**src/rtl/alu_issue_queue_pkg.sv**
```systemverilog
// Shared types and opcode constants for the ALU issue queue.
package alu_pkg;

  localparam int DATA_W = 8;

  localparam logic [3:0] OP_ADD   = 4'h0;
  localparam logic [3:0] OP_SUB   = 4'h1;
  localparam logic [3:0] OP_MUL   = 4'h2;
  localparam logic [3:0] OP_DIV   = 4'h3;
  localparam logic [3:0] OP_NOTA  = 4'h4;
  localparam logic [3:0] OP_NOTB  = 4'h5;
  localparam logic [3:0] OP_AND   = 4'h6;
  localparam logic [3:0] OP_XOR   = 4'h7;
  localparam logic [3:0] OP_OR    = 4'h8;
  localparam logic [3:0] OP_NAND  = 4'h9;
  localparam logic [3:0] OP_XNOR  = 4'hA;
  localparam logic [3:0] OP_NOR   = 4'hB;
  localparam logic [3:0] OP_PASSA = 4'hC;
  localparam logic [3:0] OP_PASSB = 4'hD;
  localparam logic [3:0] OP_SHLA  = 4'hE;
  localparam logic [3:0] OP_SHLB  = 4'hF;

  typedef struct packed {
    logic [DATA_W-1:0] a;
    logic [DATA_W-1:0] b;
    logic [3:0]        opcode;
  } instr_t;

  function automatic logic is_div_by_zero(input instr_t i);
    return (i.opcode == OP_DIV) && (i.b == '0);
  endfunction

endpackage

```
**src/rtl/alu_issue_queue_if.sv**
```systemverilog
// Instruction, ALU and result handshake bundle; the queue sits on the slave side.
interface alu_issue_queue_if #(
  parameter int DEPTH  = 4,
  parameter int DATA_W = alu_pkg::DATA_W
);
  logic                         in_valid;
  logic                         in_ready;
  logic [DATA_W-1:0]            in_a;
  logic [DATA_W-1:0]            in_b;
  logic [3:0]                   in_opcode;
  logic [DATA_W-1:0]            alu_a;
  logic [DATA_W-1:0]            alu_b;
  logic [3:0]                   alu_opcode;
  logic [DATA_W-1:0]            alu_result;
  logic                         alu_carry;
  logic                         out_valid;
  logic                         out_ready;
  logic [DATA_W-1:0]            out_result;
  logic                         out_carry;
  logic                         out_err;
  logic [3:0]                   out_opcode;
  logic [$clog2(DEPTH+1)-1:0]   count;

  modport slave (
    input  in_valid, in_a, in_b, in_opcode, alu_result, alu_carry, out_ready,
    output in_ready, alu_a, alu_b, alu_opcode, out_valid, out_result,
           out_carry, out_err, out_opcode, count
  );

  modport master (
    output in_valid, in_a, in_b, in_opcode, alu_result, alu_carry, out_ready,
    input  in_ready, alu_a, alu_b, alu_opcode, out_valid, out_result,
           out_carry, out_err, out_opcode, count
  );
endinterface

```
**src/rtl/alu_issue_queue_sync_fifo.sv**
```systemverilog
// Register-array FIFO with a combinational head read so the ALU sees the head immediately.
module sync_fifo #(
  parameter int WIDTH = 8,
  parameter int DEPTH = 4,
  parameter int CNT_W = $clog2(DEPTH+1)
) (
  input  logic             clk,
  input  logic             rst_n,
  input  logic             i_push,
  input  logic             i_pop,
  input  logic [WIDTH-1:0] i_wdata,
  output logic [WIDTH-1:0] o_rdata,
  output logic             o_full,
  output logic             o_empty,
  output logic [CNT_W-1:0] o_count
);
  localparam int PTR_W = $clog2(DEPTH);

  logic [WIDTH-1:0] r_mem [DEPTH];
  logic [PTR_W-1:0] r_wr_ptr;
  logic [PTR_W-1:0] r_rd_ptr;
  logic [CNT_W-1:0] r_count;
  logic             w_do_push;
  logic             w_do_pop;

  assign o_full    = (r_count == CNT_W'(DEPTH));
  assign o_empty   = (r_count == '0);
  assign o_count   = r_count;
  assign o_rdata   = r_mem[r_rd_ptr];
  assign w_do_push = i_push && !o_full;
  assign w_do_pop  = i_pop && !o_empty;

  genvar gi;
  generate
    for (gi = 0; gi < DEPTH; gi++) begin : g_entry
      always_ff @(posedge clk) begin
        if (w_do_push && (r_wr_ptr == PTR_W'(gi)))
          r_mem[gi] <= i_wdata;
      end
    end
  endgenerate

  // Pointers wrap naturally because DEPTH is a power of two.
  always_ff @(posedge clk or negedge rst_n) begin
    if (!rst_n) begin
      r_wr_ptr <= '0;
      r_rd_ptr <= '0;
      r_count  <= '0;
    end else begin
      if (w_do_push) r_wr_ptr <= r_wr_ptr + PTR_W'(1);
      if (w_do_pop)  r_rd_ptr <= r_rd_ptr + PTR_W'(1);
      case ({w_do_push, w_do_pop})
        2'b10:   r_count <= r_count + CNT_W'(1);
        2'b01:   r_count <= r_count - CNT_W'(1);
        default: r_count <= r_count;
      endcase
    end
  end
endmodule

```
**src/rtl/alu_issue_queue.sv**
```systemverilog
// Queues ALU instructions, presents the head to the external ALU and registers
// qualified results into a valid/ready output stage.
module alu_issue_queue
  import alu_pkg::*;
#(
  parameter int DEPTH = 4
) (
  input  logic              clk,
  input  logic              rst_n,
  alu_issue_queue_if.slave  bus
);
  localparam int CNT_W = $clog2(DEPTH+1);

  instr_t               w_wr_instr;
  instr_t               w_head;
  logic [$bits(instr_t)-1:0] w_rdata;
  logic                 w_full;
  logic                 w_empty;
  logic [CNT_W-1:0]     w_count;
  logic                 w_capture;

  logic                 r_out_valid;
  logic [DATA_W-1:0]    r_out_result;
  logic                 r_out_carry;
  logic                 r_out_err;
  logic [3:0]           r_out_opcode;

  assign w_wr_instr = '{a: bus.in_a, b: bus.in_b, opcode: bus.in_opcode};
  assign w_head     = instr_t'(w_rdata);
  assign w_capture  = !w_empty && (!r_out_valid || bus.out_ready);

  sync_fifo #(
    .WIDTH ($bits(instr_t)),
    .DEPTH (DEPTH),
    .CNT_W (CNT_W)
  ) u_fifo (
    .clk     (clk),
    .rst_n   (rst_n),
    .i_push  (bus.in_valid),
    .i_pop   (w_capture),
    .i_wdata (w_wr_instr),
    .o_rdata (w_rdata),
    .o_full  (w_full),
    .o_empty (w_empty),
    .o_count (w_count)
  );

  // Stale FIFO contents must never reach the ALU when the queue is empty.
  assign bus.alu_a      = w_empty ? '0 : w_head.a;
  assign bus.alu_b      = w_empty ? '0 : w_head.b;
  assign bus.alu_opcode = w_empty ? '0 : w_head.opcode;
  assign bus.in_ready   = !w_full;
  assign bus.count      = w_count;

  always_ff @(posedge clk or negedge rst_n) begin
    if (!rst_n) begin
      r_out_valid  <= 1'b0;
      r_out_result <= '0;
      r_out_carry  <= 1'b0;
      r_out_err    <= 1'b0;
      r_out_opcode <= '0;
    end else if (w_capture) begin
      r_out_valid  <= 1'b1;
      r_out_opcode <= w_head.opcode;
      // The ALU's divide output is undefined for b == 0, so it is overridden here.
      if (is_div_by_zero(w_head)) begin
        r_out_result <= '1;
        r_out_err    <= 1'b1;
      end else begin
        r_out_result <= bus.alu_result;
        r_out_err    <= 1'b0;
      end
      r_out_carry  <= (w_head.opcode == OP_ADD) ? bus.alu_carry : 1'b0;
    end else if (bus.out_ready) begin
      r_out_valid  <= 1'b0;
    end
  end

  assign bus.out_valid  = r_out_valid;
  assign bus.out_result = r_out_result;
  assign bus.out_carry  = r_out_carry;
  assign bus.out_err    = r_out_err;
  assign bus.out_opcode = r_out_opcode;
endmodule

```
**src/flat_wrapper.sv**
```systemverilog
// flat-port wrapper written by rule: the top's interface ports become plain ports
module alu_issue_queue_flat import alu_pkg::*;
#(
  parameter int DEPTH = 4
)
  (clk, rst_n, bus_in_valid, bus_in_a, bus_in_b, bus_in_opcode, bus_alu_result, bus_alu_carry, bus_out_ready, bus_in_ready, bus_alu_a, bus_alu_b, bus_alu_opcode, bus_out_valid, bus_out_result, bus_out_carry, bus_out_err, bus_out_opcode, bus_count);
  alu_issue_queue_if #(.DEPTH(DEPTH)) bus_i ();
  input  logic clk;
  input  logic rst_n;
  input wire logic [$bits(bus_i.in_valid)-1:0] bus_in_valid;
  input wire logic [$bits(bus_i.in_a)-1:0] bus_in_a;
  input wire logic [$bits(bus_i.in_b)-1:0] bus_in_b;
  input wire logic [$bits(bus_i.in_opcode)-1:0] bus_in_opcode;
  input wire logic [$bits(bus_i.alu_result)-1:0] bus_alu_result;
  input wire logic [$bits(bus_i.alu_carry)-1:0] bus_alu_carry;
  input wire logic [$bits(bus_i.out_ready)-1:0] bus_out_ready;
  output wire logic [$bits(bus_i.in_ready)-1:0] bus_in_ready;
  output wire logic [$bits(bus_i.alu_a)-1:0] bus_alu_a;
  output wire logic [$bits(bus_i.alu_b)-1:0] bus_alu_b;
  output wire logic [$bits(bus_i.alu_opcode)-1:0] bus_alu_opcode;
  output wire logic [$bits(bus_i.out_valid)-1:0] bus_out_valid;
  output wire logic [$bits(bus_i.out_result)-1:0] bus_out_result;
  output wire logic [$bits(bus_i.out_carry)-1:0] bus_out_carry;
  output wire logic [$bits(bus_i.out_err)-1:0] bus_out_err;
  output wire logic [$bits(bus_i.out_opcode)-1:0] bus_out_opcode;
  output wire logic [$bits(bus_i.count)-1:0] bus_count;
  assign bus_i.in_valid = bus_in_valid;
  assign bus_i.in_a = bus_in_a;
  assign bus_i.in_b = bus_in_b;
  assign bus_i.in_opcode = bus_in_opcode;
  assign bus_i.alu_result = bus_alu_result;
  assign bus_i.alu_carry = bus_alu_carry;
  assign bus_i.out_ready = bus_out_ready;
  assign bus_in_ready = bus_i.in_ready;
  assign bus_alu_a = bus_i.alu_a;
  assign bus_alu_b = bus_i.alu_b;
  assign bus_alu_opcode = bus_i.alu_opcode;
  assign bus_out_valid = bus_i.out_valid;
  assign bus_out_result = bus_i.out_result;
  assign bus_out_carry = bus_i.out_carry;
  assign bus_out_err = bus_i.out_err;
  assign bus_out_opcode = bus_i.out_opcode;
  assign bus_count = bus_i.count;
  alu_issue_queue #(.DEPTH(DEPTH)) u_core (.clk(clk), .rst_n(rst_n), .bus(bus_i));
endmodule
```
**config.mk**
```make
export PLATFORM = sky130hd
export DESIGN_NAME = alu_issue_queue_flat
export DESIGN_NICKNAME = d
export VERILOG_FILES = /design/src/rtl/alu_issue_queue_pkg.sv /design/src/rtl/alu_issue_queue_if.sv /design/src/rtl/alu_issue_queue_sync_fifo.sv /design/src/rtl/alu_issue_queue.sv /design/src/flat_wrapper.sv
export SDC_FILE = /design/constraint.sdc
export NUM_CORES = 1
export LEC_CHECK = 0
export ABC_AREA = 1
export CAP_MARGIN = 5
export CORE_ASPECT_RATIO = 2
export CORE_MARGIN = 2
export CORE_UTILIZATION = 40
export DETAILED_ROUTE_END_ITERATION = 12
export GPL_ROUTABILITY_DRIVEN = 0
export GPL_TIMING_DRIVEN = 0
export PLACE_DENSITY_LB_ADDON = 0.12
export RECOVER_POWER = 100
export SETUP_SLACK_MARGIN = 0.4
export SLEW_MARGIN = 15
export SYNTH_ARGS = -nofsm -noshare
export SYNTH_HDL_FRONTEND = slang
export SYNTH_SLANG_ARGS = --single-unit
```
**constraint.sdc**
```tcl
create_clock -name clk -period 3.84 [get_ports clk]
set_input_delay 0.576 -clock clk [delete_from_list [all_inputs] [get_ports clk]]
set_output_delay 0.576 -clock clk [all_outputs]
set_load 0.02 [all_outputs]
```
* Word-level counts from Yosys, hierarchy flattened
Memory sizes are Yosys's and may differ from the RTL's.
Cells that the tools add are included.
** Cells by class
- Eq/ne operators :: 7
- Reductions and logical operators :: 21
- Multiplexer cells :: 26
- Add/sub/neg operators :: 4
** Operators with widths (count)
- 2-to-1 mux 20 bit :: 3
- OR reduction 20 bit :: 3
- 2-to-1 mux 8 bit :: 3
- 2-to-1 mux 1 bit :: 15
- logical AND 1 bit :: 8
- zero test 8 bit :: 1
- == test 2 bit (second input constant) :: 3
- 2-to-1 mux 2 bit :: 3
- one-hot mux 3 bit (2 select lines) :: 1
- adder 2 x 1 -> 2 bit (second input constant) :: 2
- == test 2 x 1 -> 1 bit (second input constant) :: 2
- == test 4 x 2 -> 1 bit (second input constant) :: 1
- zero test 4 bit :: 1
- 2-to-1 mux 4 bit :: 1
- nonzero test 2 bit :: 2
- adder 3 x 1 -> 3 bit (second input constant) :: 1
- == test 3 bit (second input constant) :: 1
- zero test 1 bit :: 3
- zero test 3 bit :: 1
- subtractor 3 x 1 -> 3 bit (second input constant) :: 1
- zero test 2 bit :: 1
- logical OR 1 bit :: 1
** Storage, ports and cells
- Bits in writable memories :: 80
- Output and inout bits :: 39
- Bits of input ports :: 33
- Memories :: 1
- Bits in registers :: 22
- Word-level logic and storage cells :: 67
** Memory list
- u_core.u_fifo.r_mem :: depth 4, width 20, rd ports 1, clocked after Yosys merged registers in 0, wr ports 1, line alu_issue_queue_sync_fifo.sv:19 : logic [WIDTH-1:0] r_mem [DEPTH];

* Longest topological paths before layout
Gate-level depths: netlist of the first run.
- Depth in word-level cells :: 10
- Mapped depth :: 11
- Gate-level depth less buffers :: 10

* Hierarchy
Synthesis of the first run repeated with hierarchy kept, for this count alone.
** Unflattened totals
- Cells, all modules :: 421
- Area total of the unflattened synthesis :: 4513.1 um^2
** By module, submodules not included
- sync_fifo :: sequential area each 2577.5 um^2, area an instance 3669.8 um^2, cells an instance 294, instances 1
- alu_issue_queue :: sequential area each 375.4 um^2, area an instance 843.3 um^2, cells an instance 127, instances 1

* Worst setup path before layout of the first run
Ideal clock, no wire load.
- Path kind :: register to register
- From :: reg u_core.u_fifo.r_count[0] (netlist: u_core.u_fifo.o_count[0])
- To :: mem u_core.u_fifo.r_mem[0][0] (netlist bit) (enable)
- Arrival :: 1915 ps
- Path buffers :: 0
- Path slack :: 1528 ps
- Data required time :: 3443 ps
- Stages on the path, launching flop included :: 5
- Library setup time :: 397 ps
- Period minus slack after synthesis :: 2312 ps
- Cells stage by stage :: dfrtp_1 inv_1 nand3_1 nand2_1 nor2_1
** Between the ends
- Word-level cells in the longest chain between the ends :: 10
- Elaborated cells between the ends (all ways) :: 24
- Those cells by class :: eq/ne (1); mux (14); reduce/logical (9)
** Ends and longest elaborated chain
- from (decl) :: line alu_issue_queue_sync_fifo.sv:22 : logic [CNT_W-1:0] r_count;
- from (signal assigned) :: line alu_issue_queue_sync_fifo.sv:53 : 2'b10: r_count <= r_count + CNT_W'(1);
- from (signal assigned) :: line alu_issue_queue_sync_fifo.sv:54 : 2'b01: r_count <= r_count - CNT_W'(1);
- from (signal assigned) :: line alu_issue_queue_sync_fifo.sv:55 : default: r_count <= r_count;
- == test 3 bit * :: line alu_issue_queue_sync_fifo.sv:26 : assign o_full = (r_count == CNT_W'(DEPTH));
- zero test 1 bit *
- named net bus_in_ready :: line flat_wrapper.sv:17 : output wire logic [$bits(bus_i.in_ready)-1:0] bus_in_ready;
- logical AND 1 bit * :: line alu_issue_queue_sync_fifo.sv:30 : assign w_do_push = i_push && !o_full;
- logical AND 1 bit :: line alu_issue_queue_sync_fifo.sv:37 : if (w_do_push && (r_wr_ptr == PTR_W'(gi)))
- 2-to-1 mux 1 bit :: line alu_issue_queue_sync_fifo.sv:37
- 2-to-1 mux 1 bit (not written as such) :: line alu_issue_queue_sync_fifo.sv:38 : r_mem[gi] <= i_wdata;
- OR reduction 20 bit (no line)
- 2-to-1 mux 2 bit (no line) / 2-to-1 mux 1 bit (equally long branches) (3 in series)
- to (decl) :: line alu_issue_queue_sync_fifo.sv:19
The timed path passes the listed nets; every way through them passes the cells marked *.

* Worst setup path in the final report of the first run
- From :: reg u_core.u_fifo.r_rd_ptr[0]
- To :: out bus_alu_a[6]
** Between the ends
- Word-level cells in the longest chain between the ends :: 2
** Ends and longest elaborated chain
- from (decl) :: line alu_issue_queue_sync_fifo.sv:21 : logic [PTR_W-1:0] r_rd_ptr;
- from (signal assigned) :: line alu_issue_queue_sync_fifo.sv:51 : if (w_do_pop) r_rd_ptr <= r_rd_ptr + PTR_W'(1);
- memory read (4 x 20 bit)
- 2-to-1 mux 8 bit :: line alu_issue_queue.sv:49 : assign bus.alu_a = w_empty ? '0 : w_head.a;
- to (decl) :: line flat_wrapper.sv:18 : output wire logic [$bits(bus_i.alu_a)-1:0] bus_alu_a;
Every way passes these cells.

==> results of run 1 <==
## placed cells by master (no fill, tap or decap)
| cell type | n |
|---|---|
| sky130_fd_sc_hd__edfxtp_1 | 80 |
| sky130_fd_sc_hd__nand2_1 | 74 |
| sky130_fd_sc_hd__nor2_1 | 70 |
| sky130_fd_sc_hd__dlygate4sd3_1 | 60 |
| sky130_fd_sc_hd__nand3_1 | 28 |
| sky130_fd_sc_hd__inv_1 | 23 |
| sky130_fd_sc_hd__o21ai_0 | 22 |
| sky130_fd_sc_hd__dfrtp_1 | 22 |
| sky130_fd_sc_hd__a21oi_1 | 16 |
| sky130_fd_sc_hd__clkbuf_16 | 11 |
| sky130_fd_sc_hd__clkdlybuf4s50_1 | 10 |
| sky130_fd_sc_hd__clkbuf_1 | 9 |
| sky130_fd_sc_hd__buf_2 | 6 |
| sky130_fd_sc_hd__ha_1 | 5 |
| sky130_fd_sc_hd__buf_6 | 4 |
| sky130_fd_sc_hd__a21oi_2 | 3 |
| sky130_fd_sc_hd__xor2_1 | 3 |
| sky130_fd_sc_hd__inv_4 | 2 |
| sky130_fd_sc_hd__nand2_2 | 2 |
| sky130_fd_sc_hd__nor2_2 | 2 |
| sky130_fd_sc_hd__clkbuf_8 | 2 |
| sky130_fd_sc_hd__o21ai_1 | 1 |
| sky130_fd_sc_hd__nor2_4 | 1 |
| sky130_fd_sc_hd__xnor2_1 | 1 |
| sky130_fd_sc_hd__fa_1 | 1 |
| sky130_fd_sc_hd__clkinvlp_4 | 1 |
| sky130_fd_sc_hd__bufinv_16 | 1 |
## final cells by class
class,instances,area [um2]
Multi-Input combinational cell,229,1060
Sequential cell,102,2950
Clock inverter,3,43.8
Timing Repair Buffer,71,704
Fill cell,962,4980
Inverter,24,92.6
Clock buffer,13,303
Tap cell,137,171
Buffer,18,105
## metal layers
layer  up-vias  routed length [um]  global-route usage
li1       1408                   -                   -
met2        70                5090               0.333
met5         -                   0                   0
met3         8                 396              0.0398
met1      1363                3640               0.176
met4         0                 135              0.0673
## state kept, by name, indices dropped and copies added, names as in the netlist
register and count:
u_core.u_fifo.r_rd_ptr 2, u_core.bus.out_opcode 4, u_core.bus.out_err 1, u_core.u_fifo.o_count 3, u_core.u_fifo.r_mem 80, u_core.bus.out_valid 1
u_core.bus.out_result 8, u_core.bus.out_carry 1, u_core.u_fifo.r_wr_ptr 2
## report_power, final
part	internal (W)	total [W]	leakage (nW)	switching, W
Clock	0.000620	0.00101	0.169	0.000386
Combinational	0.000762	0.00209	0.964	0.00133
Sequential	0.00149	0.00158	0.987	0.0000901
Total	0.00288	0.00468	2.12	0.00180
## critical path, delay by kind of cell, from the launching register on
| kind | cells | cell delay (ns) |
|---|---|---|
| AOI/OAI and AO/OA | 2 | 0.25 |
| buffers and inverters | 4 | 1.53 |
| DFF | 1 | 0.35 |
| and+or+nand+nor | 2 | 0.21 |
## synth_stat cells (2+ instances only)
library cell / instances
sky130_fd_sc_hd__buf_6: 4
sky130_fd_sc_hd__a21oi_2: 8
sky130_fd_sc_hd__a21oi_1: 11
sky130_fd_sc_hd__nand2_2: 2
sky130_fd_sc_hd__buf_2: 10
sky130_fd_sc_hd__ha_1: 5
sky130_fd_sc_hd__o21ai_0: 21
sky130_fd_sc_hd__nand2_1: 74
sky130_fd_sc_hd__xor2_1: 3
sky130_fd_sc_hd__nand3_1: 27
sky130_fd_sc_hd__clkbuf_1: 4
sky130_fd_sc_hd__nor2_2: 2
sky130_fd_sc_hd__edfxtp_1: 80
sky130_fd_sc_hd__nor2_1: 70
sky130_fd_sc_hd__dfrtp_1: 22
sky130_fd_sc_hd__inv_1: 23
## worst max-delay path by stage
stage / startpoint / slack, ns / endpoint
2_1_floorplan: u_core.u_fifo.o_count[0] / 1.53 / u_core.u_fifo.r_mem[0][0]
3_3_place_gp: bus_in_valid / 0.47 / u_core.u_fifo.r_mem[3][8]
3_5_place_dp: bus_out_ready / 0.90 / u_core.u_fifo.o_count[2]
4_1_cts: u_core.u_fifo.r_rd_ptr[0] / 0.84 / bus_alu_a[7]
5_1_grt: u_core.u_fifo.r_rd_ptr[0] / 0.38 / bus_alu_a[7]
6_report: u_core.u_fifo.r_rd_ptr[0] / 0.58 / bus_alu_a[6]
## logic make-up (layout without fill, tap and decap cells)
family          Yosys count  count (layout)  synth area share
xor+xnor                  4               4           0.00825
compound gates           42              42            0.0575
flops                   102             102             0.695
buf+inv                  42             129            0.0477
simple gates            177             177             0.172
fa+ha+maj                 6               6            0.0194
## stage by stage
stage / setup slack [ns] / hold WS (ns) / util
after CTS: 0.840 / 0.489 / 0.529
after global placement: 0.471 / 0.467 / 0.493
final: 0.584 / 0.464 / 0.521
after floorplan: 1.53 / 0.280 / -
after detailed placement: 0.897 / 0.472 / 0.495
after global routing: 0.378 / 0.517 / 0.521
==> impl_summary.txt, run 1 <==
----------------------------------------------------
[Yosys]
  Sequential-to-total area share from yosys stat ... 0.695
  Yosys synthesis warning count ... 0
  Top flip-flop cell by instance count after synthesis ... sky130_fd_sc_hd__edfxtp_1
  Mapped Nets ... 412
  Largest cells by area after synthesis ... sky130_fd_sc_hd__edfxtp_1 (57%), sky130_fd_sc_hd__dfrtp_1 (13%), sky130_fd_sc_hd__nand2_1 (6.5%)
  Mapped Avg Cell Area ... 11.4 um2
  Area share of the largest cell type after synthesis ... 0.566
  Synth unique cells ... 23
  Cell type with the highest aggregate area in the netlist ... sky130_fd_sc_hd__edfxtp_1
  Post-synthesis instance area ... 0.00425 mm2
  Share of flip-flops with an asynchronous set or reset after synthesis ... 0.216
  Count of mapped cells out of synthesis ... 373
  EDFF count, synth ... 80
  Number of flip-flops and latches in the synthesized netlist ... 102

[Routing]
  Average wire per cell in the routed design ... 15.5 um
  Number of search-and-repair iterations in the first detailed-routing pass ... 4
  Detailed-route DRC error count ... 0
  DRT antenna net count ... 0
  Number of DRC violations after detailed-routing iteration 0 ... 149
  Overall routed net length ... 9.26 mm
  Via density per instance ... 4.77
  Vias ... 2849

[STA]
  Slew of the pin with the lowest slew margin ... 2.04 ns
  Final Skew ... 0.00839 ns
  Total negative setup slack ... 0 ns
  Setup-failing EPs final ... 0
  Clock period minus final worst setup slack ... 3.26 ns
  Final hold vios ... 0
  Worst-case headroom to the max-slew limit ... -0.368
  Setup repair after global routing missed its margin ... false
  Pins Over Slew Limit ... 84
  Fin crit share ... 0.848
  Top achievable clock speed ... 307 MHz

[Critical path]
  Worst r2r dst ... u_core.u_fifo.r_mem[2][0]
  R2R Setup Slk ... 1.10 ns
  Crit path max fanout ... 10
  Crit Path Class ... reg2out
  Crit-path cells ... buf_6, buf_2, clkbuf_1, nor2_1, nor2_1, o21ai_0, a21oi_1, dlygate4sd3_1
  Worst endpoint required time ... 3.26 ns
  Most common cell type on the critical path ... sky130_fd_sc_hd__nor2_1
  Slowest stage cell on the critical path ... sky130_fd_sc_hd__dlygate4sd3_1
  Capturing element type of the critical path ... primary output
  Critical Path Max Stage Delay ... 0.70 ns
  Startpoint of the worst register-to-register path ... u_core.u_fifo.o_count[0]
  Data arrival time of the worst path ... 2.68 ns
  Number of cells on the worst reg-to-reg path ... 4
  Kind of launch point of the worst setup path ... register

[Clocking]
  Total of hold buffers inserted after clock tree synthesis ... 0
  Cts repair resizes ... 0
  Post-CTS setup buffers ... 0
  Clk slew on worst S/H paths ... 0.07 ns
  CTS tree ... built
  Sink count of the clock tree ... 102
  Htree depth ... 3
  Clk buf depth ... 2
  Number of CTS-inserted buffers ... 9
  Clock insertion delay at the later pin of the skew report ... 0.34 ns
  CTS root buffer ... sky130_fd_sc_hd__clkbuf_16

[Global routing]
  Pin count of the biggest net entering global routing ... 23
  Number of antenna violations at the first check in global routing ... 0
  Congestion Overflow GR ... 0
  First-pass GRT wire length ... 14.8 mm
  Vias in the first global route ... 2983
  All-Layer GR Usage ... 0.173

[Placement]
  Placement-stage cell area ... 0.00516 mm2
  Post-DP HPWL ... 6.35 mm
  Number of cells in the design after placement ... 581
  Input/output buffers ... 71

[Floorplanning]
  Die extent in y ... 150 um
  Number of standard-cell rows in the floorplan ... 53
  Top-Level Pins ... 72
  Core outline area ... 0.0104 mm2
  Die ar. ... 0.0115 mm2
  Starting density of the core ... 0.408
  Die span in x ... 76.9 um

[Pwr]
  Power Density ... 862 mW/mm2
  Total Power Consumption ... 0.00468 W
  Max rail drop VDD ... 0.483 mV
  Static Leakage ... 2.12 nW

[Outcome]
  Outcome ... complete, but fails checks
  Failing checks ... max-capacitance violations, max-slew violations

[Final layout]
  Post-synthesis to final-layout area growth ... 27.8%
  Number of cells in the finished layout apart from fillers ... 597
  Antenna diode count ... 0
  Total Nets Final ... 494
  Final instance area ... 0.00543 mm2
  Share of layout cells above drive strength 1 ... 0.0761

[Worst hold path]
  Worst hold-check path type ... in2async

[Flow run]
  Max-cap violations ... 4

----------------------------------------------------
Note: power is estimated with default switching activity, not from simulation.
==> run 2: changes to the inputs <==
==> constraint.sdc (replaced) <==
create_clock -name clk -period 3.2 [get_ports clk]
set_input_delay 0.48 -clock clk [delete_from_list [all_inputs] [get_ports clk]]
set_output_delay 0.48 -clock clk [all_outputs]
set_load 0.02 [all_outputs]
==> impl_summary.txt, run 2 (synthesized netlist as in run 1, its figures left out) <==
----------------------------------------------------
[Outcome]
  Outcome ... complete, no violations

[STA]
  Final hold vios ... 0 (unchanged)
  Setup-failing EPs final ... 0 (unchanged)
  Top achievable clock speed ... 357 MHz
  Final Skew ... 0.00840 ns (+0.00000555 ns)
  Pins Over Slew Limit ... 0 (-100%)
  Slew of the pin with the lowest slew margin ... 1.24 ns (-0.803 ns)
  Worst-case headroom to the max-slew limit ... 0.172 (+0.540)
  Setup repair after global routing missed its margin ... false
  Final WS setup ... 0.395 ns (-0.189 ns)
  Fin crit share ... 0.876
  Clock period minus final worst setup slack ... 2.80 ns
  Total negative setup slack ... 0 ns (unchanged)

[Final layout]
  Number of flip-flops in the largest register ... 80 (unchanged)
  Share of layout cells above drive strength 1 ... 0.0891 (+0.0130)
  Most common cell after layout, fill and taps aside ... sky130_fd_sc_hd__edfxtp_1
  Register with the highest flop count ... u_core.u_fifo.r_mem
  Antenna diode count ... 0 (unchanged)
  Top library cells by usage in the layout, fill and taps aside ... sky130_fd_sc_hd__edfxtp_1 (80), sky130_fd_sc_hd__nand2_1 (74), sky130_fd_sc_hd__nor2_1 (66), sky130_fd_sc_hd__dlygate4sd3_1 (47), sky130_fd_sc_hd__nand3_1 (28)
  Final instance area ... 0.00541 mm2 (-0.35%)
  Post-synthesis to final-layout area growth ... 27.4%
  Total Nets Final ... 494 (unchanged)
  Number of cells in the finished layout apart from fillers ... 597 (unchanged)

[Placement]
  Number of cells in the design after placement ... 581 (unchanged)
  Post-DP HPWL ... 6.35 mm (unchanged)
  Placement-stage cell area ... 0.00516 mm2 (unchanged)
  Post-placement setup slack ... 0.353 ns (-0.544 ns)
  Input/output buffers ... 71 (unchanged)

[Clocking]
  CTS root buffer ... sky130_fd_sc_hd__clkbuf_16
  Clk buf depth ... 2 (unchanged)
  Clk slew on worst S/H paths ... 0.07 ns (about the same)
  CTS tree ... built
  Clock insertion delay at the later pin of the skew report ... 0.34 ns (about the same)
  Post-CTS setup buffers ... 0 (unchanged)
  Number of CTS-inserted buffers ... 9 (unchanged)
  Htree depth ... 3 (unchanged)
  Sink count of the clock tree ... 102 (unchanged)

[Routing]
  Via density per instance ... 4.80 (+0.56%)
  Overall routed net length ... 9.26 mm (about the same)
  Detailed-route DRC error count ... 0 (unchanged)
  DRT antenna net count ... 0 (unchanged)
  Number of DRC violations after detailed-routing iteration 0 ... 143 (-4.0%)
  Average wire per cell in the routed design ... 15.5 um (about the same)
  Vias ... 2865 (+0.56%)
  Number of search-and-repair iterations in the first detailed-routing pass ... 4 (unchanged)

[Flow run]
  Max-cap violations ... 0 (-4)

[Worst hold path]
  Worst hold-check path type ... in2async

[Critical path]
  Slowest stage cell on the critical path ... sky130_fd_sc_hd__clkbuf_1
  Data arrival time of the worst path ... 2.32 ns (-0.36 ns)
  Worst endpoint required time ... 2.72 ns (-0.54 ns)
  Capturing element type of the critical path ... primary output
  Critical Path Max Stage Delay ... 0.46 ns (-0.24 ns)
  Crit Path Class ... reg2out
  Crit-path cells ... buf_6, buf_2, clkbuf_1, nor2_1, nor2_1, o21ai_0, a21oi_1, dlygate4sd2_1
  Crit path max fanout ... 10 (unchanged)
  Most common cell type on the critical path ... sky130_fd_sc_hd__nor2_1
  Kind of launch point of the worst setup path ... register

[Global routing]
  Number of antenna violations at the first check in global routing ... 0 (unchanged)
  Pin count of the biggest net entering global routing ... 23 (unchanged)
  Congestion Overflow GR ... 0 (unchanged)
  First-pass GRT wire length ... 14.8 mm (unchanged)
  Vias in the first global route ... 2992 (+0.30%)
  All-Layer GR Usage ... 0.172 (about the same)

[Floorplanning]
  Die extent in y ... 150 um (unchanged)
  Core outline area ... 0.0104 mm2 (unchanged)
  Die ar. ... 0.0115 mm2 (unchanged)
  Starting density of the core ... 0.408 (unchanged)
  Number of standard-cell rows in the floorplan ... 53 (unchanged)
  Die span in x ... 76.9 um (unchanged)
  Top-Level Pins ... 72 (unchanged)

[Pwr]
  Power Density ... 1030 mW/mm2 (+20%)
  Static Leakage ... 2.12 nW (-0.15%)
  Total Power Consumption ... 0.00559 W (+19%)
  Max rail drop VDD ... 0.545 mV (+13%)

----------------------------------------------------
run 2: cell types whose count changed in the layout (fill, tap and decap cells not counted), sizes merged:
cell           change
clkbuf             +4
dlygate4sd2        +2
buf                +1
dlymetal6s2s       +1
clkdlybuf4s50      +5
dlygate4sd3       -13
run 2: metal layers:
metal / part of all wire / up-vias / track usage
met2: 0.55 / 81 / 0.332
li1: - / 1409 / -
met3: 0.050 / 10 / 0.0398
met5: 0 / - / 0
met1: 0.38 / 1365 / 0.176
met4: 0.015 / 0 / 0.0691
run 2: path summary, 6_finish.rpt:
kind	cells after the start	slack [ns]	to	startpoint
hold reg to reg	2	0.48	u_core.bus.out_err	u_core.bus.out_err
setup reg to reg	11	0.84	u_core.u_fifo.o_count[2]	u_core.u_fifo.o_count[0]
hold / removal	1	0.37	u_core.u_fifo.r_wr_ptr[1]	rst_n
setup / recovery	8	0.40	bus_alu_a[6]	u_core.u_fifo.r_rd_ptr[0]
max in group asynchronous	1	2.09	u_core.bus.out_opcode[1]	rst_n
min in group clk	2	0.48	u_core.bus.out_err	u_core.bus.out_err
run 2: worst max-delay path: cells and delay by family (launching register included):
kind | cells | cell delay [ns]
flops | 1 | 0.35
compound gates | 2 | 0.24
simple gates | 2 | 0.21
buf+inv | 4 | 1.17
run 2: through the flow:
step,utilization,hold slack (ns)
floorplan,-,0.184
global placement,0.493,0.467
detailed placement,0.495,0.472
CTS,0.529,0.489
global route,0.520,0.473
finish,0.520,0.371
run 2: area by class of cell:
cell class	instances	area [um2]
multi-input cells	229	1070
flip-flops and latches	102	2950
fillers	961	5000
repair buffers	71	673
well taps	137	171
clock inverters	3	43.8
clock buffers	13	303
plain buffers	18	108
inverters	24	92.6
run 2: repair_timing:
item | in CTS | in global routing
hold buffers | 0 | 0
setup endpoints to repair | 11 | 15
gates resized for setup | 4 | 10
pin swaps | 0 | 0
endpoints found under the hold margin | 0 | 0
run 2: where the power goes:
group | switching [W] | internal (W)
Clock | 0.000459 | 0.000744
Sequential | 0.000108 | 0.00179
Combinational | 0.00161 | 0.000885
==> run 3: changes to the inputs <==
--- a/config.mk
+++ b/config.mk
@@ -13,10 +13,11 @@
 export DETAILED_ROUTE_END_ITERATION = 12
 export GPL_ROUTABILITY_DRIVEN = 0
 export GPL_TIMING_DRIVEN = 0
-export PLACE_DENSITY_LB_ADDON = 0.12
+export PLACE_DENSITY = 0.73
 export RECOVER_POWER = 100
 export SETUP_SLACK_MARGIN = 0.4
 export SLEW_MARGIN = 15
 export SYNTH_ARGS = -nofsm -noshare
 export SYNTH_HDL_FRONTEND = slang
+export SYNTH_HIERARCHICAL = 1
 export SYNTH_SLANG_ARGS = --single-unit
==> impl_summary.txt, run 3 <==
----------------------------------------------------
[Yosys]
  Mapped Nets ... 460 (+12%)
  Area share of the largest cell type after synthesis ... 0.532 (-0.0334)
  Ranking of synthesized cells by instance count ... sky130_fd_sc_hd__nand2_1 (109), sky130_fd_sc_hd__inv_1 (83), sky130_fd_sc_hd__edfxtp_1 (80)
  Post-synthesis instance area ... 0.00451 mm2 (+6.3%)
  Share of flip-flops with an asynchronous set or reset after synthesis ... 0.216 (unchanged)
  Number of flip-flops and latches in the synthesized netlist ... 102 (unchanged)
  Cell type with the highest aggregate area in the netlist ... sky130_fd_sc_hd__edfxtp_1
  Mapped Avg Cell Area ... 10.7 um2 (-5.8%)
  Largest cells by area after synthesis ... sky130_fd_sc_hd__edfxtp_1 (53%), sky130_fd_sc_hd__dfrtp_1 (12%), sky130_fd_sc_hd__nand2_1 (9.1%)
  Synth unique cells ... 24 (+4.3%)
  Top flip-flop cell by instance count after synthesis ... sky130_fd_sc_hd__edfxtp_1
  EDFF count, synth ... 80 (unchanged)
  Sequential-to-total area share from yosys stat ... 0.654 (-0.0411)
  Count of mapped cells out of synthesis ... 421 (+13%)
  Most numerous cell in the Yosys netlist ... sky130_fd_sc_hd__nand2_1
  Yosys synthesis warning count ... 6 (+6)

[Clocking]
  Clk buf depth ... 2 (unchanged)
  Sink count of the clock tree ... 102 (unchanged)
  CTS tree ... built
  CTS root buffer ... sky130_fd_sc_hd__clkbuf_16
  Number of CTS-inserted buffers ... 9 (unchanged)
  Post-CTS setup buffers ... 0 (unchanged)
  Cts repair resizes ... 1 (-3)
  Htree depth ... 3 (unchanged)
  Clock insertion delay at the later pin of the skew report ... 0.34 ns (about the same)
  Clk slew on worst S/H paths ... 0.07 ns (about the same)
  Total of hold buffers inserted after clock tree synthesis ... 0 (unchanged)

[Pwr]
  Max rail drop VDD ... 0.515 mV (-5.5%)
  Total Power Consumption ... 0.00579 W (+3.7%)
  Power Density ... 1010 mW/mm2 (-1.8%)
  Static Leakage ... 2.48 nW (+17%)

[STA]
  Final Skew ... 0.00749 ns (-0.000910 ns)
  Final WS setup ... 0.393 ns (-0.00250 ns)
  Smallest hold slack ... 0.477 ns (+0.107 ns)
  Setup-failing EPs final ... 0 (unchanged)
  Slew of the pin with the lowest slew margin ... 1.14 ns (-0.0976 ns)
  Final hold vios ... 0 (unchanged)
  Setup repair after global routing missed its margin ... false
  Worst-case headroom to the max-slew limit ... 0.235 (+0.0631)
  Clock period minus final worst setup slack ... 2.81 ns (+0.00250 ns)
  Top achievable clock speed ... 356 MHz (about the same)
  Total negative setup slack ... 0 ns (unchanged)
  Pins Over Slew Limit ... 0 (unchanged)
  Fin crit share ... 0.877 (about the same)

[Global routing]
  Vias in the first global route ... 3306 (+10%)
  Pin count of the biggest net entering global routing ... 23 (unchanged)
  First-pass GRT wire length ... 15.7 mm (+5.7%)
  Congestion Overflow GR ... 0 (unchanged)
  All-Layer GR Usage ... 0.168 (-0.00421)
  Number of antenna violations at the first check in global routing ... 1 (+1)

[Final layout]
  Register with the highest flop count ... u_core/u_fifo/r_mem
  Number of cells in the finished layout apart from fillers ... 653 (+9.4%)
  Most common cell after layout, fill and taps aside ... sky130_fd_sc_hd__nand2_1
  Top library cells by usage in the layout, fill and taps aside ... sky130_fd_sc_hd__nand2_1 (110), sky130_fd_sc_hd__inv_1 (84), sky130_fd_sc_hd__edfxtp_1 (80), sky130_fd_sc_hd__dlygate4sd3_1 (49), sky130_fd_sc_hd__nor2_1 (37)
  Share of layout cells above drive strength 1 ... 0.0742 (-0.0149)
  Total Nets Final ... 546 (+11%)
  Number of flip-flops in the largest register ... 80 (unchanged)
  Post-synthesis to final-layout area growth ... 26.5%

[Floorplanning]
  Starting density of the core ... 0.412 (+0.00444)
  Die span in x ... 79.1 um (+2.9%)
  Top-Level Pins ... 72 (unchanged)
  Die extent in y ... 154 um (+3.0%)
  Die ar. ... 0.0122 mm2 (+6.0%)
  Number of standard-cell rows in the floorplan ... 54 (+1.9%)
  Core outline area ... 0.0109 mm2 (+5.1%)

[Critical path]
  Crit path max fanout ... 10 (unchanged)
  Worst endpoint required time ... 2.72 ns (about the same)
  Kind of launch point of the worst setup path ... register
  Data arrival time of the worst path ... 2.33 ns (about the same)
  Crit-path cells ... inv_1, nand3_1, inv_1, clkbuf_1, nor2_1, clkdlybuf4s50_1
  R2R Setup Slk ... 0.44 ns (-0.40 ns)
  Launching element of the worst setup path ... u_core/u_fifo/o_count[0]
  Critical Path Max Stage Delay ... 0.56 ns (+0.10 ns)
  Destination of the critical timing path ... bus_alu_opcode[0]
  Worst r2r dst ... u_core/u_fifo/o_count[2]
  Number of cells on the worst reg-to-reg path ... 14 (+3)
  Crit Path Class ... reg2out
  Capturing element type of the critical path ... primary output
  Most common cell type on the critical path ... sky130_fd_sc_hd__inv_1
  Startpoint of the worst register-to-register path ... u_core/u_fifo/o_count[0]
  Slowest stage cell on the critical path ... sky130_fd_sc_hd__clkdlybuf4s50_1

[Routing]
  Via density per instance ... 4.79 (about the same)
  Number of search-and-repair iterations in the first detailed-routing pass ... 4 (unchanged)
  Vias ... 3131 (+9.3%)
  Overall routed net length ... 9.77 mm (+5.5%)
  Number of DRC violations after detailed-routing iteration 0 ... 176 (+23%)
  Average wire per cell in the routed design ... 15.0 um (-3.5%)
  Detailed-route DRC error count ... 0 (unchanged)
  DRT antenna net count ... 0 (unchanged)

[Placement]
  Post-placement setup slack ... 0.548 ns (+0.195 ns)
  Number of cells in the design after placement ... 636 (+9.5%)
  Input/output buffers ... 71 (unchanged)
  Post-DP HPWL ... 7.23 mm (+14%)

[Flow run]
  Max-cap violations ... 0 (unchanged)

[Outcome]
  Outcome ... complete, no violations

[Worst hold path]
  Worst hold-check path type ... reg2reg
  Hold_sp ... u_core/bus.out_result[2]

----------------------------------------------------
==> run 3: per-layer routing <==
metal,vias up,track usage,routed length (um)
li1,1534,-,-
met1,1485,0.171,3570
met2,100,0.318,5560
met3,12,0.0315,462
met4,0,0.0813,184
met5,-,0,0
==> run 3: worst min path at each step <==
stage	end	slack [ns]	cells after the start
4_1_cts	u_core/bus.out_result[2]	0.49	2
5_1_grt	u_core/bus.out_result[4]	0.51	2
3_5_place_dp	u_core/bus.out_result[2]	0.47	2
6_report	u_core/bus.out_result[2]	0.48	2
2_1_floorplan	u_core/bus.out_carry	0.18	0
3_3_place_gp	u_core/bus.out_result[3]	0.46	2
==> run 3: final cells by class <==
cell class                 instances  area (um2)
fill                             945        5240
sequential                       102        2950
multi-input combinational        217        1090
timing repair buffer              75         719
inverter                          86         325
clock buffer                       9         225
tap                              140         175
buffer                            16         126
clock inverter                     7        88.8
antenna                            1        2.50
==> run 3: metrics by stage <==
step	instance area [um2]	util
finish	5710	0.522
global route	5710	0.522
CTS	5780	0.528
detailed placement	5470	0.499
global placement	5400	0.493
floorplan	4510	-
==> run 3: kinds of logic (layout without fill, tap and decap cells) <==
| group | count (synthesis) | in the layout | share of synthesized area |
|---|---|---|---|
| other | 0 | 1 | 0 |
| flip-flops | 102 | 102 | 0.654 |
| adder cells (fa/ha/maj) | 6 | 6 | 0.0183 |
| XOR/XNOR | 1 | 1 | 0.00194 |
| AND/OR/NAND/NOR | 159 | 159 | 0.136 |
| buffers and inverters | 102 | 193 | 0.102 |
| AO/OA/AOI/OAI | 51 | 51 | 0.0871 |
==> run 3: power breakdown <==
part	total [W]	internal (W)	leakage, nW	switching [W]
Clock	0.00111	0.000624	0.150	0.000486
Combinational	0.00277	0.00104	1.34	0.00173
Sequential	0.00191	0.00178	0.996	0.000130
Total	0.00579	0.00344	2.48	0.00235
==> run 3: worst max-delay path: cells and delay by family (launching register included) <==
family	cells	cell delay [ns]
and+or+nand+nor	2	0.29
DFF	1	0.41
buffers and inverters	4	1.28
